**src/rtl/gf_op_sequencer_if.sv**
```systemverilog
// ============================================================================
// Module   : gf_op_sequencer_if
// Brief    : Request, response and core-side bus bundle for gf_op_sequencer.
// Revision : 1.0 - initial release
// ============================================================================
`timescale 1ns/1ps
`default_nettype none

interface gf_op_sequencer_if;
    logic        req_valid;
    logic        req_ready;
    logic        req_mode;
    logic [1:0]  req_op;
    logic [31:0] req_a;
    logic [31:0] req_b;

    logic        rsp_valid;
    logic        rsp_ready;
    logic [31:0] rsp_data;
    logic        rsp_ovf;
    logic        rsp_err;
    logic        rsp_timeout;

    logic        core_mode;
    logic [1:0]  core_operation;
    logic        core_valid_in;
    logic [31:0] core_a32;
    logic [31:0] core_b32;
    logic [15:0] core_a16;
    logic [15:0] core_b16;
    logic [31:0] core_result32;
    logic [15:0] core_result16;
    logic        core_valid_out;
    logic        core_overflow;

    // Sequencer side: initiator towards the core, target of the request port.
    modport master (
        input  req_valid, req_mode, req_op, req_a, req_b,
        output req_ready,
        output rsp_valid, rsp_data, rsp_ovf, rsp_err, rsp_timeout,
        input  rsp_ready,
        output core_mode, core_operation, core_valid_in,
        output core_a32, core_b32, core_a16, core_b16,
        input  core_result32, core_result16, core_valid_out, core_overflow
    );

    // Environment side: upstream requester, downstream consumer and the core.
    modport slave (
        output req_valid, req_mode, req_op, req_a, req_b,
        input  req_ready,
        input  rsp_valid, rsp_data, rsp_ovf, rsp_err, rsp_timeout,
        output rsp_ready,
        input  core_mode, core_operation, core_valid_in,
        input  core_a32, core_b32, core_a16, core_b16,
        output core_result32, core_result16, core_valid_out, core_overflow
    );
endinterface

`default_nettype wire

```
**src/rtl/gf_op_sequencer.sv**
```systemverilog
// ============================================================================
// Module   : gf_op_sequencer
// Brief    : Issues one greenfloat core op at a time and returns its result.
// Revision : 1.0 - initial release
// ============================================================================
`timescale 1ns/1ps
`default_nettype none

module gf_op_sequencer #(
    parameter int TIMEOUT_CYCLES = 16,
    parameter int STAT_W         = 16
) (
    input  logic               clk,
    input  logic               rst_n,
    gf_op_sequencer_if.master  bus,
    output logic [STAT_W-1:0]  stat_issued,
    output logic [STAT_W-1:0]  stat_timeouts
);

    typedef enum logic [1:0] {
        S_IDLE  = 2'd0,
        S_ISSUE = 2'd1,
        S_WAIT  = 2'd2,
        S_RESP  = 2'd3
    } state_t;

    localparam logic [7:0] c_timer_last = 8'(TIMEOUT_CYCLES - 1);

    state_t             r_state;
    logic               r_mode;
    logic [1:0]         r_op;
    logic [31:0]        r_a;
    logic [31:0]        r_b;
    logic [7:0]         r_timer;
    logic               r_valid_in;
    logic               r_rsp_valid;
    logic [31:0]        r_rsp_data;
    logic               r_rsp_ovf;
    logic               r_rsp_err;
    logic               r_rsp_timeout;
    logic [STAT_W-1:0]  r_issued;
    logic [STAT_W-1:0]  r_timeouts;

    always_ff @(posedge clk or negedge rst_n) begin
        if (!rst_n) begin
            r_state       <= S_IDLE;
            r_mode        <= 1'b0;
            r_op          <= 2'b00;
            r_a           <= 32'h0;
            r_b           <= 32'h0;
            r_timer       <= 8'h0;
            r_valid_in    <= 1'b0;
            r_rsp_valid   <= 1'b0;
            r_rsp_data    <= 32'h0;
            r_rsp_ovf     <= 1'b0;
            r_rsp_err     <= 1'b0;
            r_rsp_timeout <= 1'b0;
            r_issued      <= '0;
            r_timeouts    <= '0;
        end else begin
            case (r_state)
                S_IDLE: begin
                    if (bus.req_valid) begin
                        r_mode <= bus.req_mode;
                        r_op   <= bus.req_op;
                        r_a    <= bus.req_a;
                        r_b    <= bus.req_b;
                        if (bus.req_op == 2'b00 || bus.req_op == 2'b10) begin
                            r_valid_in <= 1'b1;
                            r_state    <= S_ISSUE;
                        end else begin
                            r_rsp_err   <= 1'b1;
                            r_rsp_data  <= 32'h0;
                            r_rsp_valid <= 1'b1;
                            r_state     <= S_RESP;
                        end
                    end
                end

                S_ISSUE: begin
                    r_valid_in <= 1'b0;
                    r_timer    <= 8'h0;
                    if (r_issued != {STAT_W{1'b1}}) begin
                        r_issued <= r_issued + 1'b1;
                    end
                    r_state <= S_WAIT;
                end

                S_WAIT: begin
                    // A result on the final timer cycle still beats the timeout.
                    if (bus.core_valid_out) begin
                        r_rsp_data  <= r_mode ? {16'h0, bus.core_result16} : bus.core_result32;
                        r_rsp_ovf   <= bus.core_overflow;
                        r_rsp_valid <= 1'b1;
                        r_state     <= S_RESP;
                    end else if (r_timer == c_timer_last) begin
                        r_rsp_timeout <= 1'b1;
                        r_rsp_data    <= 32'h0;
                        r_rsp_ovf     <= 1'b0;
                        r_rsp_valid   <= 1'b1;
                        if (r_timeouts != {STAT_W{1'b1}}) begin
                            r_timeouts <= r_timeouts + 1'b1;
                        end
                        r_state <= S_RESP;
                    end else begin
                        r_timer <= r_timer + 8'd1;
                    end
                end

                S_RESP: begin
                    if (bus.rsp_ready) begin
                        r_rsp_valid   <= 1'b0;
                        r_rsp_data    <= 32'h0;
                        r_rsp_ovf     <= 1'b0;
                        r_rsp_err     <= 1'b0;
                        r_rsp_timeout <= 1'b0;
                        r_state       <= S_IDLE;
                    end
                end

                default: r_state <= S_IDLE;
            endcase
        end
    end

    assign bus.req_ready      = (r_state == S_IDLE);
    assign bus.rsp_valid      = r_rsp_valid;
    assign bus.rsp_data       = r_rsp_data;
    assign bus.rsp_ovf        = r_rsp_ovf;
    assign bus.rsp_err        = r_rsp_err;
    assign bus.rsp_timeout    = r_rsp_timeout;

    // The core output mux is combinational on mode/operation, so these come
    // straight from the registers latched at request acceptance.
    assign bus.core_mode      = r_mode;
    assign bus.core_operation = r_op;
    assign bus.core_valid_in  = r_valid_in;
    assign bus.core_a32       = r_a;
    assign bus.core_b32       = r_b;
    assign bus.core_a16       = r_a[15:0];
    assign bus.core_b16       = r_b[15:0];

    assign stat_issued        = r_issued;
    assign stat_timeouts      = r_timeouts;

endmodule

`default_nettype wire

```
**src/flat_wrapper.sv**
```systemverilog
// flat-port wrapper written by rule: the top's interface ports become plain ports
module gf_op_sequencer_flat 
#(
    parameter int TIMEOUT_CYCLES = 16,
    parameter int STAT_W         = 16
)
  (clk, rst_n, stat_issued, stat_timeouts, bus_req_valid, bus_req_mode, bus_req_op, bus_req_a, bus_req_b, bus_req_ready, bus_rsp_valid, bus_rsp_data, bus_rsp_ovf, bus_rsp_err, bus_rsp_timeout, bus_rsp_ready, bus_core_mode, bus_core_operation, bus_core_valid_in, bus_core_a32, bus_core_b32, bus_core_a16, bus_core_b16, bus_core_result32, bus_core_result16, bus_core_valid_out, bus_core_overflow);
  gf_op_sequencer_if bus_i ();
  input  logic clk;
  input  logic rst_n;
  output logic [STAT_W-1:0] stat_issued;
  output logic [STAT_W-1:0] stat_timeouts;
  input wire logic [$bits(bus_i.req_valid)-1:0] bus_req_valid;
  input wire logic [$bits(bus_i.req_mode)-1:0] bus_req_mode;
  input wire logic [$bits(bus_i.req_op)-1:0] bus_req_op;
  input wire logic [$bits(bus_i.req_a)-1:0] bus_req_a;
  input wire logic [$bits(bus_i.req_b)-1:0] bus_req_b;
  output wire logic [$bits(bus_i.req_ready)-1:0] bus_req_ready;
  output wire logic [$bits(bus_i.rsp_valid)-1:0] bus_rsp_valid;
  output wire logic [$bits(bus_i.rsp_data)-1:0] bus_rsp_data;
  output wire logic [$bits(bus_i.rsp_ovf)-1:0] bus_rsp_ovf;
  output wire logic [$bits(bus_i.rsp_err)-1:0] bus_rsp_err;
  output wire logic [$bits(bus_i.rsp_timeout)-1:0] bus_rsp_timeout;
  input wire logic [$bits(bus_i.rsp_ready)-1:0] bus_rsp_ready;
  output wire logic [$bits(bus_i.core_mode)-1:0] bus_core_mode;
  output wire logic [$bits(bus_i.core_operation)-1:0] bus_core_operation;
  output wire logic [$bits(bus_i.core_valid_in)-1:0] bus_core_valid_in;
  output wire logic [$bits(bus_i.core_a32)-1:0] bus_core_a32;
  output wire logic [$bits(bus_i.core_b32)-1:0] bus_core_b32;
  output wire logic [$bits(bus_i.core_a16)-1:0] bus_core_a16;
  output wire logic [$bits(bus_i.core_b16)-1:0] bus_core_b16;
  input wire logic [$bits(bus_i.core_result32)-1:0] bus_core_result32;
  input wire logic [$bits(bus_i.core_result16)-1:0] bus_core_result16;
  input wire logic [$bits(bus_i.core_valid_out)-1:0] bus_core_valid_out;
  input wire logic [$bits(bus_i.core_overflow)-1:0] bus_core_overflow;
  assign bus_i.req_valid = bus_req_valid;
  assign bus_i.req_mode = bus_req_mode;
  assign bus_i.req_op = bus_req_op;
  assign bus_i.req_a = bus_req_a;
  assign bus_i.req_b = bus_req_b;
  assign bus_req_ready = bus_i.req_ready;
  assign bus_rsp_valid = bus_i.rsp_valid;
  assign bus_rsp_data = bus_i.rsp_data;
  assign bus_rsp_ovf = bus_i.rsp_ovf;
  assign bus_rsp_err = bus_i.rsp_err;
  assign bus_rsp_timeout = bus_i.rsp_timeout;
  assign bus_i.rsp_ready = bus_rsp_ready;
  assign bus_core_mode = bus_i.core_mode;
  assign bus_core_operation = bus_i.core_operation;
  assign bus_core_valid_in = bus_i.core_valid_in;
  assign bus_core_a32 = bus_i.core_a32;
  assign bus_core_b32 = bus_i.core_b32;
  assign bus_core_a16 = bus_i.core_a16;
  assign bus_core_b16 = bus_i.core_b16;
  assign bus_i.core_result32 = bus_core_result32;
  assign bus_i.core_result16 = bus_core_result16;
  assign bus_i.core_valid_out = bus_core_valid_out;
  assign bus_i.core_overflow = bus_core_overflow;
  gf_op_sequencer #(.TIMEOUT_CYCLES(TIMEOUT_CYCLES), .STAT_W(STAT_W)) u_core (.clk(clk), .rst_n(rst_n), .bus(bus_i), .stat_issued(stat_issued), .stat_timeouts(stat_timeouts));
endmodule
```
**config.mk**
```make
export PLATFORM = sky130hd
export DESIGN_NAME = gf_op_sequencer_flat
export DESIGN_NICKNAME = d
export VERILOG_FILES = /design/src/rtl/gf_op_sequencer_if.sv /design/src/rtl/gf_op_sequencer.sv /design/src/flat_wrapper.sv
export SDC_FILE = /design/constraint.sdc
export NUM_CORES = 1
export LEC_CHECK = 0
export ABC_AREA = 0
export ABC_CLOCK_PERIOD_IN_PS = 3400
export CAP_MARGIN = 5
export CORE_ASPECT_RATIO = 0.7
export CORE_MARGIN = 2
export CORE_UTILIZATION = 46
export CTS_CLUSTER_SIZE = 30
export DETAILED_ROUTE_END_ITERATION = 7
export GPL_ROUTABILITY_DRIVEN = 0
export PLACE_DENSITY = 0.95
export SLEW_MARGIN = 30
export SYNTH_ARGS = -nofsm -noshare
export SYNTH_HDL_FRONTEND = slang
export SYNTH_SLANG_ARGS = --single-unit
```
**constraint.sdc**
```tcl
create_clock -name clk -period 3.4 [get_ports clk]
set_input_delay 0.51 -clock clk [delete_from_list [all_inputs] [get_ports clk]]
set_output_delay 0.51 -clock clk [all_outputs]
set_load 0.01 [all_outputs]
```
* After elaboration in Yosys (flattened, before gate mapping)
Index checks and enable logic that the tools add are counted.
** Operators by class
- Add/sub/neg operators :: 3
- Bitwise logic cells :: 1
- Reduce and logical (&&, ||, !) cells :: 18
- Multiplexer cells :: 31
- Equal/unequal tests :: 15
** Operator list (count)
- 2-to-1 mux 32 bit :: 6
- one-hot mux 32 bit (3 select lines) :: 1
- adder 16 x 1 -> 16 bit (second input constant) :: 2
- != test 16 bit (second input constant) :: 2
- 2-to-1 mux 8 bit :: 2
- one-hot mux 8 bit (2 select lines) :: 1
- AND reduction 3 bit :: 4
- AND reduction 4 bit :: 3
- 2-to-1 mux 1 bit :: 10
- 2-to-1 mux 2 bit :: 5
- != test 2 bit (second input constant) :: 5
- adder 8 x 1 -> 8 bit (second input constant) :: 1
- == test 8 x 4 -> 1 bit (second input constant) :: 1
- one-hot mux 1 bit (2 select lines) :: 4
- one-hot mux 2 bit (4 select lines) :: 1
- nonzero test 2 bit :: 4
- == test 2 bit (second input constant) :: 3
- AND reduction 5 bit :: 1
- logical NOT 2 bit :: 2
- != test 2 x 1 -> 1 bit (second input constant) :: 2
- AND reduction 2 bit :: 2
- != test 3 x 2 -> 1 bit (second input constant) :: 1
- one-hot mux 1 bit (3 select lines) :: 1
- nonzero test 3 bit :: 1
- other kinds (3) :: 3
** Word-level totals
- Bits of input ports :: 121
- Register bits :: 146
- Logic and storage cells :: 82
- Output and inout port bits :: 169

* Depth between registers and ports, before layout
- Depth after elaboration :: 5
- Mapped depth :: 9
- Depth with buffers taken out :: 6

* Worst setup path after synthesis
No wires, ideal clock.
- Kind :: register -> register
- Start point :: reg u_core.r_state[0]
- End point :: reg u_core.r_rsp_data[7], in the netlist u_core.bus.rsp_data[7]
- Data required time :: 3.275 ns
- Setup time :: 0.125 ns
- Setup slack :: 1.108 ns
- Buffers on the path :: 3
- Cell stages (with the launch flop) :: 10
- Arrival time :: 2.167 ns
- Clock period less this slack :: 2.292 ns
- Path through :: dfrtp_1 > inv_1 > ha_1 > clkbuf_1 > nand2b_1 > a21oi_1 > a211o_1 > buf_2 > buf_2 > mux2_2
** Between the ends
- Longest elaborated chain between the ends :: 3
- Elaborated cells between the ends (all ways) :: 10
- Classes of those cells :: 6 x eq/ne; 1 x mux; 3 x reduce/logical
** RTL lines
- from (decl) :: RTL line gf_op_sequencer.sv:29 : state_t r_state;
- from (signal assigned) :: RTL line gf_op_sequencer.sv:46 : r_state <= S_IDLE;
- from (signal assigned) :: RTL line gf_op_sequencer.sv:70 : r_state <= S_ISSUE;
- from (signal assigned) :: RTL line gf_op_sequencer.sv:75 : r_state <= S_RESP;
- == test 2 bit or logical NOT 2 bit (tied branches) :: RTL line gf_op_sequencer.sv:61 : case (r_state)
- != test 3 x 2 -> 1 bit (no line), or another cell as far along
- AND reduction 5 bit (no line)
- to (signal assigned) :: RTL line gf_op_sequencer.sv:92 : r_rsp_data <= r_mode ? {16'h0, bus.core_result16} : bus.core_result32;
- to (decl) :: RTL line gf_op_sequencer.sv:37 : logic [31:0] r_rsp_data;
Parallel ways exist; a longest one is shown, timed or not.
A chain may end at the register's enable or synchronous reset.

* Final worst setup path
Ends and elaborated chain as after synthesis.

==> impl_metrics.ini <==
[die]
die_h_um = 105.4
row_count = 37
start_util_pct = 46.48
coreArea_sq_um = 14540
io_pins = 290
die_area_sq_um = 15690
die_w_um = 148.9

[synthesis]
netlist_top_cells_area = dfrtp_1 (54%), mux2_2 (13%), mux2i_1 (5.8%)
yosys.area.top_type = dfrtp_1
async_flop_share_pct = 100.0
syn_inst = 556
yosys_warnings = 0
syn-cell-area_sq_um = 6756
synth-edff-count = 0
ys_ff_latch = 146
yosysSeqAreaShare_pct = 54.07
netlist.area_leader.share_pct = 54.07
avgSynthCellArea_sq_um = 12.15
yosys.cell_types.count = 48
synth_nets = 686
yosys_most_used_dff = dfrtp_1

[clocking]
cts_setup_buffers = 0
clk_latency_ps = 410
htree_levels = 4
cts-root-buf = clkbuf_16
cts_hold_buf = 0
clk_pin_slew_worst_paths_ps = 60
cts_tree = done
cts_buffers = 17
cts.repair.resized = 0
numClockSinks = 146
max-clock-path-buffers = 2

[cells_and_area]
nets = 949
syn_to_final_growth_pct = 51.48
num_antenna_cells = 0
final_cell_area_sq_um = 10230
drive_above_1_share_pct = 15.38

[global_routing]
grt_pass1_vias = 5276
grt_pass1_wl_um = 26990
grt_use_met1_pct = 28.51
gr-usage-met2_pct = 35.22
antenna_found_initial = 0
grt.busiest_layer = met2
use_met3_pct = 6.061
track_usage_pct = 21.68
grt_max_degree = 76
overflow = 0

[drt]
viasPerCell = 5.103
drtAntennaViolNets = 0
drcViolationCount = 0
wl_per_cell_um = 16.35
dr.first_iter.drc_count = 228
first_pass_iters = 4
wl_um = 16790
vias = 5241

[worst_setup_path]
worstPathCellList = inv_1, ha_1, inv_1, o22ai_1, a211o_1, buf_4, mux2_2
worstPathArrival_ps = 2630
worstSetupPathType = reg2reg
slowest_stage = dfrtp_1
crit_path_start_kind = flip-flop
critPathCaptureType = flip-flop
cp.required_ps = 3690
crit_path_max_incr_delay_ps = 430
cp_common_cell = inv_1
critical_path_peak_fanout = 33

[sta]
worst_pin_slew_ps = 679.9
finalWorstSetupSlack_ps = 1058
rsz0062_at_grt = false
hold_viol_final = 0
max_freq_mhz = 427.0
slew-limit-headroom_pct = 54.52
slew_viol_final = 0
min_period_ps = 2342
holdWs_ps = 98.88
finClkSkew_ps = 6.986
setup_viol = 0
fin_crit_sh_pct = 68.87
fin_tns_setup_ps = 0

[placement]
dp_hpwl_um = 12590
dpl-instance-area_sq_um = 9652
port_buffers = 289
place_ws_ps = 713.7

[job]
max_cap_violations = 0

[run_status]
status = completed

[power]
leakage_uw = 0.004518
ir_drop_mv = 0.4292
power_density_nw_per_um2 = 855.4
p_total_uw = 8755

[worst_hold_path]
worstHoldPathType = in2async
## area by class of cell
type	instances	area, sq um
Fill cell	1069	4302
Sequential cell	146	3654
Timing Repair Buffer	299	2982
Multi-Input combinational cell	328	2671
Clock buffer	18	429.2
Tap cell	195	244.0
Clock inverter	14	153.9
Inverter	27	101.3
## placed cells by master, fill, tap and decap left out, drive strengths merged, types with 9 or more instances in the layout
cell type / count
buf: 11
clkbuf: 18
clkdlybuf4s50: 288
dfrtp: 146
ha: 9
inv: 31
mux2: 88
mux2i: 39
nand2: 39
nand3: 13
nor2: 27
nor4: 9
o21ai: 9
xor2: 19
## sequential cells by signal, indices dropped and copies added, names as in the netlist
name and flops:
u_core.bus.rsp_ovf 1, u_core.bus.core_b32 32, u_core.r_timer 8, u_core.bus.rsp_data 32
u_core.bus.core_valid_in 1, u_core.bus.rsp_timeout 1, u_core.bus.rsp_valid 1, u_core.stat_timeouts 16
u_core.bus.core_mode 1, u_core.stat_issued 16, u_core.bus.core_operation 2, u_core.r_state 2
u_core.bus.rsp_err 1, u_core.bus.core_a32 32
## worst max-delay path, delay by kind of cell, from the launching register on
| kind | cells | cell delay, ps |
|---|---|---|
| compound gates | 2 | 460 |
| fa+ha+maj | 1 | 270 |
| mux | 1 | 400 |
| buf+inv | 3 | 650 |
| flops | 1 | 430 |
## where the power goes
group	internal, uW	switching (uW)
Sequential	2420	469
Clock	1090	744
Combinational	2400	1630
Total	5910	2840
## cell usage after synthesis (9+ instances only)
cell,instances
nand2_1,39
mux2i_1,39
mux2_1,11
buf_4,32
clkbuf_1,10
nor2_1,27
inv_1,27
nand3_1,13
mux2_2,77
o21ai_0,9
xor2_1,19
ha_1,9
dfrtp_1,146
## logic make-up (layout without fill, tap and decap cells)
group	Yosys count	in the layout	synth area share [%]
muxes	127	127	20.44
and+or+nand+nor	127	127	10.02
buffers and inverters	82	358	6.519
AOI/OAI and AO/OA	38	38	3.778
adders and majority gates	9	9	1.667
DFF	146	146	54.07
xor gates and xnor gates	27	27	3.500
## layer usage
layer	share of wire, %	vias to the layer above
met5	0	-
met4	1.7	0
met1	42	2560
li1	-	2436
met3	7.7	28
met2	48	217
## stage by stage
step | cells | util [%]
finish | 1027 | 70.41
CTS | 1027 | 70.41
floorplan | 556 | -
global placement | 995 | 66.40
detailed placement | 995 | 66.40
global route | 1027 | 70.41
## final timing paths
| kind | from | slack, ps | cells past startpoint | to |
|---|---|---|---|---|
| max | u_core.r_state[0] | 1060 | 7 | u_core.bus.rsp_data[7] |
| min | rst_n | 100 | 1 | u_core.stat_timeouts[7] |
| max reg2reg | u_core.r_state[0] | 1060 | 7 | u_core.bus.rsp_data[7] |
| min reg2reg | u_core.bus.rsp_data[14] | 490 | 1 | u_core.bus.rsp_data[14] |
| max in group asynchronous | rst_n | 2430 | 2 | u_core.bus.core_b32[31] |
| min in group clk | u_core.bus.rsp_data[14] | 490 | 1 | u_core.bus.rsp_data[14] |
Power figures use the tool's default switching activity.
==> patch 1 (same flow settings) <==
Put one more register stage on the output `stat_timeouts`. The value now appears one clock later. The other outputs are not delayed to match.
--- a/src/rtl/gf_op_sequencer.sv
+++ b/src/rtl/gf_op_sequencer.sv
@@ -141,7 +141,9 @@
     assign bus.core_b16       = r_b[15:0];
 
     assign stat_issued        = r_issued;
-    assign stat_timeouts      = r_timeouts;
+    always_ff @(posedge clk) begin
+        stat_timeouts <= r_timeouts;
+    end
 
 endmodule
 
Behaviour: same outputs for any inputs over 4 cycles, from zero or initial values and one cycle with rst_n low; that may be too few to reach the edited logic, so the function may still have changed.
==> patch 1 against the original RTL <==
Cell area fell by 0.12%; combinational power down 8.4%; maximum frequency decreased by 9.2%; total power fell by 2.8%; cell count increased by 0.19%; utilization decreased by 0.53 points; sequential cell count is 16 higher; area after synthesis is 1.1% higher; setup slack got worse by 0.24 ns; count of clock-buffer cells in the layout unchanged; wire length increased by 6.9%; register-to-register slack worse by 0.04 ns; highest routed layer is now met5.
==> patch 1: results (changes against the original RTL) <==
Run status
  • Status: complete, no violations (unchanged)

Synth
  • Commonest cells in the netlist: dfrtp_1 (146), nand2_1 (71), mux2_2 (70) (was dfrtp_1 (146), mux2_2 (77), mux2i_1 (39), nand2_1 (39), buf_4 (32))
  • Library cells used by synthesis: 40 (was 48)
  • Sequential-to-total area share from yosys stat: 0.582 (was 0.541)
  • Asr flop ratio synth: 0.901 (was 1.00)
  • Syn nets: 691 (was 686)
  • Area contributors post-synth: dfrtp_1 (53%), mux2_2 (12%), dfxtp_1 (4.7%) (was dfrtp_1 (54%), mux2_2 (13%), mux2i_1 (5.8%))

Timing
  • Final setup skew: 0.0152 ns (was 0.00699 ns)
  • Worst Max-Slew Pin Slew: 0.953 ns (was 0.680 ns)
  • Period utilisation layout: 0.758 (was 0.689)
  • Hold Slack: 0.0669 ns (was 0.0989 ns)

Placement
  • Placed Area: 9660 sq um (was 9650 sq um)
  • Worst slack, placed: 0.828 ns (was 0.714 ns)
  • Hpwl dp: 13.6 mm (was 12.6 mm)

Critical path
  • Max incr delay on CP: 0.96 ns (was 0.43 ns)
  • Crit Path Max Fanout: 19 (was 33)
  • CP delay by family, top: flip-flops (was buffers and inverters)
  • Worst Path Arrival: 2.07 ns (was 2.63 ns)
  • Worst R2R Setup Slack: 1.02 ns (was 1.06 ns)

Global routing
  • Initial antenna violation count: 1 (was 0)
  • Largest net degree at the start of global routing: 67 (was 76)
  • Via count of the first global-routing pass: 5,217 (was 5,276)
  • Gr usage total: 0.228 (was 0.217)
  • First-pass GRT wire length: 27.9 mm (was 27.0 mm)

Cells and area
  • Design area: 10,200 sq um (about the same)
  • FILL cells: 1,092 (was 1,069)
  • Ratio of cells with drive above 1 in the final layout: 0.143 (was 0.154)
  • # nets final: 950 (was 949)

Clock network
  • Clock Pin Slew Worst Setup and Hold Paths: 0.07 ns
  • Post-CTS Setup Repair Bufs: 0 (unchanged)
  • H-tree depth: 4 (unchanged)

Detailed routing
  • DR DRC count: 0 (unchanged)
  • Vias per inst: 4.97 (was 5.10)
  • DRT iter0 DRCs: 157 (was 228)
  • WL final: 18.0 mm (was 16.8 mm)

Power and ir drop
  • Worst IR drop on VDD: 434 uV (was 429 uV)
  • Static Leakage: 4.40 nW (was 4.52 nW)

Worst hold path
  • Hold Path Class: in -> async (unchanged)
-- patch 1: cell type report --
type	count	area, sq um	area share
well taps	195	244	0.0239
inverters	9	33.8	0.00330
repair buffers	293	2950	0.288
multi-input cells	338	2460	0.241
clock buffers	18	439	0.0430
flip-flops and latches	162	3970	0.389
clock inverters	14	124	0.0121
-- patch 1: kinds of logic after synthesis --
group	Yosys count	share of synthesized area
xor+xnor	31	0.0397
flops	162	0.582
simple gates	151	0.105
fa+ha+maj	8	0.0146
mux	89	0.143
buf+inv	62	0.0590
compound gates	59	0.0568
-- patch 1: routing by layer --
layer  wire, um  part of all wire  up-vias  GRT usage
li1           -                 -     2435          -
met1       7580              0.42     2518      0.288
met2       9070              0.51      146      0.390
met3       1080             0.060       16     0.0605
met4        207             0.012        2     0.0606
met5         13           0.00072        -          0
-- patch 1: report_power, final --
group          internal [W]  switching (W)
logic               0.00211        0.00157
registers           0.00255       0.000472
clock network      0.000981       0.000815
total               0.00565        0.00286
-- patch 1: worst paths after layout --
path | endpoint | from | cells after the start
worst max-delay path | bus_core_mode | u_core.bus.core_mode | 1
max in group asynchronous | u_core.bus.rsp_data[0] | rst_n | 2
worst max register to register | u_core.bus.rsp_data[3] | u_core.r_timer[4] | 4
worst min-delay path | u_core.r_timeouts[2] | rst_n | 1
min in group clk | u_core.stat_timeouts[14] | u_core.r_timeouts[14] | 0
worst min register to register | u_core.stat_timeouts[14] | u_core.r_timeouts[14] | 0
-- patch 1: per-stage QoR --
step,power (W),cells
final,0.00851,1029
after global routing,0.00896,1029
after CTS,0.00860,1029
after detailed placement,0.00678,997
after global placement,0.00662,997
after floorplan,0.00496,562
==> patch 2 (config.mk and constraints unchanged) <==
Without the edit above. `STAT_W` is set to 16 in 2 places; all go to 32.
--- a/src/rtl/gf_op_sequencer.sv
+++ b/src/rtl/gf_op_sequencer.sv
@@ -8,7 +8,7 @@
 
 module gf_op_sequencer #(
     parameter int TIMEOUT_CYCLES = 16,
-    parameter int STAT_W         = 16
+    parameter int STAT_W         = 32
 ) (
     input  logic               clk,
     input  logic               rst_n,
--- a/src/flat_wrapper.sv
+++ b/src/flat_wrapper.sv
@@ -2,7 +2,7 @@
 module gf_op_sequencer_flat 
 #(
     parameter int TIMEOUT_CYCLES = 16,
-    parameter int STAT_W         = 16
+    parameter int STAT_W         = 32
 )
   (clk, rst_n, stat_issued, stat_timeouts, bus_req_valid, bus_req_mode, bus_req_op, bus_req_a, bus_req_b, bus_req_ready, bus_rsp_valid, bus_rsp_data, bus_rsp_ovf, bus_rsp_err, bus_rsp_timeout, bus_rsp_ready, bus_core_mode, bus_core_operation, bus_core_valid_in, bus_core_a32, bus_core_b32, bus_core_a16, bus_core_b16, bus_core_result32, bus_core_result16, bus_core_valid_out, bus_core_overflow);
   gf_op_sequencer_if bus_i ();
Interface: changed (resized stat_issued and stat_timeouts); port bits go from 290 to 322. No check against the original RTL was run, so the function may have changed too.
==> patch 2 against the original RTL <==
Cell area increased by 17%; total power up 5.1%; area after synthesis rose by 20%; setup slack worse by 0.30 ns; sequential cell count grew 32; utilization decreased by 0.83 points; combinational power shrank 5%; clock power rose by 16%; wire length rose by 33%; critical endpoint is now u_core.stat_issued[20].
==> patch 2: results (changes against the original RTL) <==
Run status
  • Status: complete, no violations (unchanged)

Detailed routing
  • Routed len/inst: 18.3 um (was 16.3 um)
  • WL met3: 1.97 mm (was 1.29 mm)
  • Vias per inst: 5.26 (was 5.10)
  • Top routing layer used: met4 (unchanged)
  • Wl on met1: 8.56 mm (was 7.09 mm)
  • DRT iter0 DRCs: 425 (was 228)
  • TritonRoute pass-1 iters: 5 (was 4)
  • Wire length on met2: 11.4 mm (was 8.13 mm)

Worst hold path
  • Hold Path Class: in -> async (unchanged)

Global routing
  • Initial antenna violation count: 0 (unchanged)
  • First-pass GRT wire length: 34.8 mm (was 27.0 mm)
  • Largest net degree at the start of global routing: 115 (was 76)
  • Gr usage total: 0.241 (was 0.217)
  • Via count of the first global-routing pass: 6,347 (was 5,276)

Timing
  • Post-route minimum period: 2.64 ns (was 2.34 ns)
  • Worst Max-Slew Pin Slew: 0.956 ns (was 0.680 ns)
  • Final setup skew: 0.0136 ns (was 0.00699 ns)
  • Hold Slack: 0.00926 ns (was 0.0989 ns)

Power and ir drop
  • Worst IR drop on VDD: 472 uV (was 429 uV)
  • Static Leakage: 5.08 nW (was 4.52 nW)

Clock network
  • Clk_lat worst skew: 0.43 ns (was 0.41 ns)
  • Post-CTS Setup Repair Bufs: 0 (unchanged)
  • Clock Pin Slew Worst Setup and Hold Paths: 0.07 ns
  • Longest Clk Path Bufs: 2 (unchanged)
  • CTS Buf Count: 17 (unchanged)

Critical path
  • CP delay by family, top: simple AND/OR/NAND/NOR gates (was buffers and inverters)
  • Worst R2R Setup Slack: 0.76 ns (was 1.06 ns)
  • Max incr delay on CP: 0.57 ns (was 0.43 ns)
  • Slowest CP cell: a31oi_1 (was dfrtp_1)
  • Crit Path Max Fanout: 9 (was 33)
  • Worst Path Arrival: 2.98 ns (was 2.63 ns)

Synth
  • Asr flop ratio synth: 1.00 (unchanged)
  • Commonest cells in the netlist: dfrtp_1 (178), mux2_2 (86), nand2_1 (45), xnor2_1 (45), nand3_1 (44) (was dfrtp_1 (146), mux2_2 (77), mux2i_1 (39), nand2_1 (39), buf_4 (32))
  • Syn nets: 810 (was 686)
  • Sequential-to-total area share from yosys stat: 0.550 (was 0.541)
  • YS warnings: 0 (unchanged)
  • Library cells used by synthesis: 48 (unchanged)
  • Area contributors post-synth: dfrtp_1 (55%), mux2_2 (12%), xnor2_1 (4.9%) (was dfrtp_1 (54%), mux2_2 (13%), mux2i_1 (5.8%))

Cells and area
  • Number of diodes: 0 (unchanged)
  • # nets final: 1,104 (was 949)
  • Ratio of cells with drive above 1 in the final layout: 0.136 (was 0.154)

Placement
  • Placed Area: 11,300 sq um (was 9650 sq um)
  • # port buffers: 321 (was 289)
  • Hpwl dp: 16.8 mm (was 12.6 mm)
  • Worst slack, placed: 0.598 ns (was 0.714 ns)
==> patch 2: changes by cell type in the layout (fill, tap and decap cells not counted), moves of 16 or more <==
| cell | before | now |
|---|---|---|
| xnor2_1 | 8 | 45 |
| clkdlybuf4s50_1 | 288 | 320 |
| dfrtp_1 | 146 | 178 |
| nand3_1 | 13 | 44 |
| mux2i_1 | 39 | 18 |
| nand4_1 | 8 | 24 |
==> patch 2: routing by layer <==
layer / global-route usage / vias up
met5: 0 / -
met4: 0.0608 / 0
met3: 0.0786 / 25
met2: 0.417 / 307
met1: 0.295 / 3141
li1: - / 2936
==> patch 2: power by group <==
| part | total, W | leakage (nW) | internal [W] | switching, W |
|---|---|---|---|---|
| Combinational | 0.00384 | 2.46 | 0.00224 | 0.00160 |
| Clock | 0.00213 | 0.312 | 0.00127 | 0.000857 |
| Sequential | 0.00323 | 2.31 | 0.00276 | 0.000465 |
| Total | 0.00920 | 5.08 | 0.00627 | 0.00292 |
==> patch 2: worst paths after layout <==
kind                                               from                      endpoint  depth (start not counted)
setup / recovery                      u_core.r_state[1]        u_core.stat_issued[20]                          7
hold / removal                                    rst_n       u_core.bus.core_b32[20]                          1
min in group clk           u_core.bus.core_operation[0]  u_core.bus.core_operation[0]                          2
max in group asynchronous                         rst_n       u_core.bus.core_a32[31]                          2
hold reg to reg            u_core.bus.core_operation[0]  u_core.bus.core_operation[0]                          2
setup reg to reg                      u_core.r_state[1]        u_core.stat_issued[20]                          7
==> patch 2: cell type report <==
cell class | instances | area (sq um)
repair buffers | 329 | 3290
clock buffers | 19 | 443
fillers | 1231 | 5240
well taps | 231 | 289
inverters | 23 | 86.3
multi-input cells | 426 | 3220
clock inverters | 13 | 199
flip-flops and latches | 178 | 4450
==> patch 2: through the flow <==
stage                      util  std cells
final                     0.696       1219
after floorplan               -        681
after global routing      0.696       1219
after CTS                 0.696       1219
after global placement    0.659       1187
after detailed placement  0.659       1187
==> patch 2: kinds of logic (layout without fill, tap and decap cells) <==
kind of cell / Yosys count / count (layout) / synth area share
mux: 104 / 104 / 0.142
flops: 178 / 178 / 0.550
buf+inv: 77 / 384 / 0.0536
fa+ha+maj: 8 / 8 / 0.0124
simple gates: 207 / 207 / 0.137
xor+xnor: 65 / 65 / 0.0703
compound gates: 42 / 42 / 0.0348
